`src/rtl/id_ex_stage.sv`:
```
// ---------------------------------------------------------------------------
// id_ex_stage
// ID/EX pipeline register of the RV32 core. Captures decoded fields from the
// decode stage, forwards EX/MEM and MEM/WB results into the ALU operands,
// detects load-use hazards (one-cycle stall plus a bubble), and squashes the
// captured instruction on a branch/jump flush.
//
// Ports
//   clk, rst_n                      clock, async active-low reset
//   id_*                            decoded instruction fields from decode
//   exmem_reg_write/rd/result       EX/MEM forwarding source
//   memwb_reg_write/rd/result       MEM/WB forwarding source
//   flush                           squash the instruction being captured
//   stall                           hold PC and IF/ID this cycle (comb)
//   ex_valid, ex_pc, ex_rd,
//   ex_alu_ctl                      registered fields
//   ex_a, ex_b, ex_store_data       forwarded/muxed ALU operands (comb)
//   ex_reg_write/mem_read/mem_write registered control, 0 when not valid
// ---------------------------------------------------------------------------
module id_ex_stage #(
    parameter int XLEN = 32,
    parameter int RA_W = 5
) (
    input  logic            clk,
    input  logic            rst_n,
    input  logic            id_valid,
    input  logic [XLEN-1:0] id_pc,
    input  logic [RA_W-1:0] id_rs1,
    input  logic [RA_W-1:0] id_rs2,
    input  logic [RA_W-1:0] id_rd,
    input  logic            id_use_rs1,
    input  logic            id_use_rs2,
    input  logic [XLEN-1:0] id_rs1_data,
    input  logic [XLEN-1:0] id_rs2_data,
    input  logic [XLEN-1:0] id_imm,
    input  logic [3:0]      id_alu_ctl,
    input  logic            id_src_a_pc,
    input  logic            id_src_b_imm,
    input  logic            id_reg_write,
    input  logic            id_mem_read,
    input  logic            id_mem_write,
    input  logic            exmem_reg_write,
    input  logic [RA_W-1:0] exmem_rd,
    input  logic [XLEN-1:0] exmem_result,
    input  logic            memwb_reg_write,
    input  logic [RA_W-1:0] memwb_rd,
    input  logic [XLEN-1:0] memwb_result,
    input  logic            flush,
    output logic            stall,
    output logic            ex_valid,
    output logic [XLEN-1:0] ex_pc,
    output logic [RA_W-1:0] ex_rd,
    output logic [3:0]      ex_alu_ctl,
    output logic [XLEN-1:0] ex_a,
    output logic [XLEN-1:0] ex_b,
    output logic [XLEN-1:0] ex_store_data,
    output logic            ex_reg_write,
    output logic            ex_mem_read,
    output logic            ex_mem_write
);

    logic            valid_q,     valid_d;
    logic [XLEN-1:0] pc_q,        pc_d;
    logic [RA_W-1:0] rs1_q,       rs1_d;
    logic [RA_W-1:0] rs2_q,       rs2_d;
    logic [RA_W-1:0] rd_q,        rd_d;
    logic [XLEN-1:0] rs1_data_q,  rs1_data_d;
    logic [XLEN-1:0] rs2_data_q,  rs2_data_d;
    logic [XLEN-1:0] imm_q,       imm_d;
    logic [3:0]      alu_ctl_q,   alu_ctl_d;
    logic            src_a_pc_q,  src_a_pc_d;
    logic            src_b_imm_q, src_b_imm_d;
    logic            reg_write_q, reg_write_d;
    logic            mem_read_q,  mem_read_d;
    logic            mem_write_q, mem_write_d;

    logic            load_use;
    logic [XLEN-1:0] fwd_rs1;
    logic [XLEN-1:0] fwd_rs2;

    // A load in EX whose result the instruction in ID needs cannot be
    // forwarded in time; x0 is never a real dependency.
    always_comb begin
        load_use = valid_q & mem_read_q & (rd_q != '0) & id_valid &
                   ((id_use_rs1 & (id_rs1 == rd_q)) |
                    (id_use_rs2 & (id_rs2 == rd_q)));
    end

    // A flush discards the instruction in ID anyway, so holding it is pointless.
    assign stall = load_use & ~flush;

    always_comb begin
        valid_d     = valid_q;
        pc_d        = pc_q;
        rs1_d       = rs1_q;
        rs2_d       = rs2_q;
        rd_d        = rd_q;
        rs1_data_d  = rs1_data_q;
        rs2_data_d  = rs2_data_q;
        imm_d       = imm_q;
        alu_ctl_d   = alu_ctl_q;
        src_a_pc_d  = src_a_pc_q;
        src_b_imm_d = src_b_imm_q;
        reg_write_d = reg_write_q;
        mem_read_d  = mem_read_q;
        mem_write_d = mem_write_q;
        if (flush || load_use) begin
            // Bubble: register numbers cleared so nothing forwards into it.
            valid_d     = 1'b0;
            reg_write_d = 1'b0;
            mem_read_d  = 1'b0;
            mem_write_d = 1'b0;
            rd_d        = '0;
            rs1_d       = '0;
            rs2_d       = '0;
        end else begin
            valid_d     = id_valid;
            pc_d        = id_pc;
            rs1_d       = id_rs1;
            rs2_d       = id_rs2;
            rd_d        = id_rd;
            rs1_data_d  = id_rs1_data;
            rs2_data_d  = id_rs2_data;
            imm_d       = id_imm;
            alu_ctl_d   = id_alu_ctl;
            src_a_pc_d  = id_src_a_pc;
            src_b_imm_d = id_src_b_imm;
            reg_write_d = id_reg_write & id_valid;
            mem_read_d  = id_mem_read  & id_valid;
            mem_write_d = id_mem_write & id_valid;
        end
    end

    always_ff @(posedge clk or negedge rst_n) begin
        if (!rst_n) begin
            valid_q     <= 1'b0;
            pc_q        <= '0;
            rs1_q       <= '0;
            rs2_q       <= '0;
            rd_q        <= '0;
            rs1_data_q  <= '0;
            rs2_data_q  <= '0;
            imm_q       <= '0;
            alu_ctl_q   <= '0;
            src_a_pc_q  <= 1'b0;
            src_b_imm_q <= 1'b0;
            reg_write_q <= 1'b0;
            mem_read_q  <= 1'b0;
            mem_write_q <= 1'b0;
        end else begin
            valid_q     <= valid_d;
            pc_q        <= pc_d;
            rs1_q       <= rs1_d;
            rs2_q       <= rs2_d;
            rd_q        <= rd_d;
            rs1_data_q  <= rs1_data_d;
            rs2_data_q  <= rs2_data_d;
            imm_q       <= imm_d;
            alu_ctl_q   <= alu_ctl_d;
            src_a_pc_q  <= src_a_pc_d;
            src_b_imm_q <= src_b_imm_d;
            reg_write_q <= reg_write_d;
            mem_read_q  <= mem_read_d;
            mem_write_q <= mem_write_d;
        end
    end

    // EX/MEM is the younger result and wins over MEM/WB.
    always_comb begin
        if (exmem_reg_write && (exmem_rd == rs1_q) && (rs1_q != '0))
            fwd_rs1 = exmem_result;
        else if (memwb_reg_write && (memwb_rd == rs1_q) && (rs1_q != '0))
            fwd_rs1 = memwb_result;
        else
            fwd_rs1 = rs1_data_q;

        if (exmem_reg_write && (exmem_rd == rs2_q) && (rs2_q != '0))
            fwd_rs2 = exmem_result;
        else if (memwb_reg_write && (memwb_rd == rs2_q) && (rs2_q != '0))
            fwd_rs2 = memwb_result;
        else
            fwd_rs2 = rs2_data_q;
    end

    assign ex_valid      = valid_q;
    assign ex_pc         = pc_q;
    assign ex_rd         = rd_q;
    assign ex_alu_ctl    = alu_ctl_q;
    assign ex_a          = src_a_pc_q  ? pc_q  : fwd_rs1;
    assign ex_b          = src_b_imm_q ? imm_q : fwd_rs2;
    assign ex_store_data = fwd_rs2;
    assign ex_reg_write  = reg_write_q & valid_q;
    assign ex_mem_read   = mem_read_q  & valid_q;
    assign ex_mem_write  = mem_write_q & valid_q;

endmodule

```
`config.mk`:
```
export PLATFORM = sky130hd
export DESIGN_NAME = id_ex_stage
export DESIGN_NICKNAME = d
export VERILOG_FILES = /design/src/rtl/id_ex_stage.sv
export SDC_FILE = /design/constraint.sdc
export NUM_CORES = 1
export LEC_CHECK = 0
export ABC_AREA = 0
export ABC_CLOCK_PERIOD_IN_PS = 2100
export BUFFER_PORTS_ARGS = -buffer_cell sky130_fd_sc_hd__buf_4
export CELL_PAD_IN_SITES_DETAIL_PLACEMENT = 1
export CELL_PAD_IN_SITES_GLOBAL_PLACEMENT = 2
export CORE_ASPECT_RATIO = 0.5
export CORE_UTILIZATION = 26
export DETAILED_ROUTE_END_ITERATION = 10
export GPL_TIMING_DRIVEN = 0
export PLACE_DENSITY_LB_ADDON = 0.1
export SYNTH_ARGS = -nofsm -noshare
export SYNTH_HDL_FRONTEND = slang
export SYNTH_SLANG_ARGS = --single-unit
```
`constraint.sdc`:
```
create_clock -name clk -period 2.1 [get_ports clk]
set_input_delay 0.21 -clock clk [delete_from_list [all_inputs] [get_ports clk]]
set_output_delay 0.21 -clock clk [all_outputs]
set_load 0.03 [all_outputs]
```
==> results.md <==
- Outcome: finished with violations
- Violations in the final reports: negative setup slack
- Post-synthesis share of cell area spent on full adders, half adders and majority gates: 0%
- Hold-critical path endpoint: ex_valid
- Buffers on Ports: ~380
- Initial core utilization: a little over a quarter
- Share of the synthesized area in the top cell type: 45.58%
- Most prevalent standard cell on the critical path: buf_12
- Global-route wire length before repair: roughly 64 mm
- Clk pin slew, worst setup/hold paths: around 80 ps
- Sink count of the clock tree: about 150
- Xor-xnor portion of the synthesized cell area: ~3.1%
- Floorplan Core Area: about 32000 um^2
- Maximum clock path buffer count: 2
- Sw Ratio: around 34%
- Final setup skew: around 12 ps
- Detailed Routing Iterations Pass 1: 8
- Longest individual stage delay on the worst path: about 580 ps
- Smallest setup slack after layout: -866.8 ps
- Static leakage: 0.008146 uW
- Placer congestion estimate: roughly 0.78
- Number of failing hold endpoints at the final stage: 0
- Relative area change from synthesis to final layout: 110.5%
- Ordered list of cells on the worst path: or4_4 -> o211ai_4 -> or2_4 -> buf_12 -> buf_12 -> buf_16 -> a31oi_4 -> mux2_4 -> buf_6
- Final HPWL from detailed placement: 28.58 mm
- Worst min-delay path startpoint: id_valid
- DRC errors left: 0
- Cell-internal power: about 7500 uW
- Most common cell after layout, fill and taps aside: buf_4
- Share of cells above drive strength 1: 60.26%
- Height of the die: between 100 and 150 um
- Beginning of the worst register-to-register path: ex_rd[1]
- Final global-route overflow total: 0
- ANT cells: 0
- # nets final: between 1500 and 2000
- IR drop worst, VDD: 0.4773 mV
- Clk pwr share: between 30% and 40%
- Share of synthesized cell area in and, or, nand and nor gates: around a tenth
- Maximum number of pins on one net before global-route repair: 88
- Remaining max-slew budget at the tightest pin: a little over a quarter
- Total routing resource utilization after global routing: between 20% and 30%
- End of the worst register-to-register path: rs2_data_q[7]
- Horiz. Die Dim: ~260 um
- Number of standard cells after synthesis: approximately 750
- Fillers: roughly 3200
- Count of final setup violators: roughly 250
- Slack of the worst reg-to-reg path: -300 ps
- Worst Setup Start Kind: flip-flop
- Post-synthesis mux area share: about a quarter
- Post-Layout Inst Area: between 15000 and 20000 um^2
- Floorplan die area: 33070 um^2
- Standard cell with the maximum stage delay on the critical path: or4_4
- Cell types with the largest area share after synthesis: dfrtp_1 46%, mux2_2 19%, a222oi_1 3.8%
- Cell accounting for the most synthesized area: dfrtp_1
- Worst min-delay path class: in2reg
- Worst EP required: roughly 1900 ps
- Sum of negative setup slack: -99040 ps
- Clock tree from TritonCTS: yes
- Vias in the first global route: 10030
- Number of warnings issued by yosys: 0
- Hold depth: 3
- Fin. max-slew vios: 0
- Average routed wire per standard cell: 23.93 um
- Combinational family with the most area after synthesis: multiplexers
- I/O pin cnt: between 300 and 400
- Leading cell types in the layout, fill and taps excluded: 360 x buf_4, 156 x mux2_4, 153 x dlygate4sd3_1, 149 x dfrtp_1, 79 x buf_6
- Number of buffers created by CTS: 17
- Floorplan row count: 46
- Peak fanout along the critical path: 6
- Routed via count divided by cell count: a little under 5
- Least-Margin Pin Slew: 1107 ps
- Via count of the routed design: 8895
- Crit share post-route: 141.3%
- Post-synthesis sequential area ratio: a little under half
- Post-layout minimum cycle time: ~3000 ps
- Nets in the synthesized netlist: between 900 and 1000
- Count of max-cap constraint violations: 0
- H-tree levels: 4
- Share of the synthesized area in compound gates (AO/OA/AOI/OAI): about a tenth
- Total power density per cell area: about 640 nW/um^2
- Number of cell instances on the worst register-to-register path: 8
- Share of total power in sequential cells: between 30% and 40%
- Critical path arrival: around 2800 ps
- Detailed-route wire length: roughly 44 mm
- Insertion delay of the later-clocked pin in the worst-skew pair: 450 ps
- Setup repair after global routing missed its margin: yes
- Critical Path Sink Type: output port
- Mean post-synth cell area: 11.17 um^2
- Flop and latch count out of synthesis: between 150 and 200
- Cell area after placement: ~13000 um^2
- Switching power: roughly 3800 uW
- Maximum operating frequency: between 0.3 and 0.4 GHz
- Share of total power in combinational logic: 38.6%
- Number of antenna violations at the first check in global routing: 0
- Starting DRT DRC Count: 481
- Start-to-end type of the worst setup path: reg2out
- Antenna Violating Nets Remaining: 0
- Netlist area before placement: 8399 um^2
- Distinct cell type count of the synthesized netlist: 38
- Clock tree root driver cell: clkbuf_16
## cells in the mapped netlist (all sizes together)
master  count
a222oi     32
dfrtp     153
a221oi      6
or3         1
buf        31
nand2b      1
xor2        2
o31ai      32
nand2      11
inv        64
nand4       6
o211a       1
nor3       27
nor2       18
and2       21
mux2i      32
or2         2
mux2      160
nor4        1
o211ai      1
xnor2      28
and3       32
o22ai       1
a31oi      26
nand3      26
nor2b       1
or4         3
clkbuf     30
and4        1
a21oi       2
## stage by stage
step	hold WS (ps)	instances	setup slack [ps]	util, %	power [uW]
after floorplan	-85.59	752	-357.0	-	5488
after global placement	421.1	1559	-1271	41.15	6842
after detailed placement	220.7	1560	-1318	41.26	6893
after CTS	47.54	1829	-886.2	54.87	11290
after global routing	101.4	1836	-941.6	55.74	11770
final	81.32	1836	-866.8	55.74	11340
## power by group through the flow
stage	clock [uW]	combinational (uW)	sequential [uW]
floorplan	0	1920	3570
global placement	0	3380	3460
detailed placement	0	3420	3480
CTS	3600	4260	3430
global route	3700	4590	3480
finish	3510	4380	3450
## worst max-delay path, delay by kind of cell, from the launching register on
family	cells	cell delay [ps]
compound gates	2	320
simple gates	2	750
buf+inv	4	520
mux	1	290
flops	1	410
## registers in the layout, indices dropped and copies added (netlist names)
signal,flops
rs1_q,5
mem_write_q,1
rs1_data_q,32
ex_valid,1
reg_write_q,1
imm_q,32
ex_pc,32
ex_alu_ctl,4
rs2_data_q,32
src_b_imm_q,1
rs2_q,5
ex_rd,5
mem_read_q,1
src_a_pc_q,1
## cell families (layout without fill, tap and decap cells)
group | count (synthesis) | after routing
AO/OA/AOI/OAI | 101 | 101
multiplexers | 192 | 192
XOR/XNOR | 30 | 30
buffers and inverters | 125 | 777
flip-flops | 153 | 153
AND/OR/NAND/NOR | 151 | 151
## final cells by class
class	instances	area, um^2	area share, %
Clock buffer	17	425.4	2.406
Buffer	50	584.3	3.305
Tap cell	432	540.5	3.058
Inverter	64	240.2	1.359
Timing Repair Buffer	631	6006	33.97
Multi-Input combinational cell	474	5832	32.99
Sequential cell	153	3834	21.69
Clock inverter	15	216.5	1.224
## routing by layer
layer	share of wire, %	vias up	track usage (%)	routed length (um)
met3	3.7	42	4.773	1644
met4	1.4	0	6.974	603
met1	44	4604	33.68	19330
met5	0	-	0	0
li1	-	4037	-	-
met2	51	212	45.00	22360
## timing repair
action,in CTS,in global routing
gates resized for setup,230,113
endpoints found under the setup margin,246,246
hold endpoints to repair,218,0
setup buffers,67,26
pin swaps,26,42
hold buffers,153,0
gates cloned,19,3
## worst max-delay path by stage
stage                   from               end  slack, ps  cells past startpoint
floorplan           rs1_q[1]          ex_a[10]       -360                      6
global placement    rs2_q[1]  ex_store_data[4]      -1270                      7
detailed placement  rs2_q[1]           ex_b[4]      -1320                      7
CTS                 rs2_q[2]          ex_b[14]       -890                      9
global route        rs2_q[2]          ex_b[10]       -940                      9
finish              rs2_q[2]          ex_b[10]       -870                      9
Note: power is estimated with default switching activity, not from simulation.
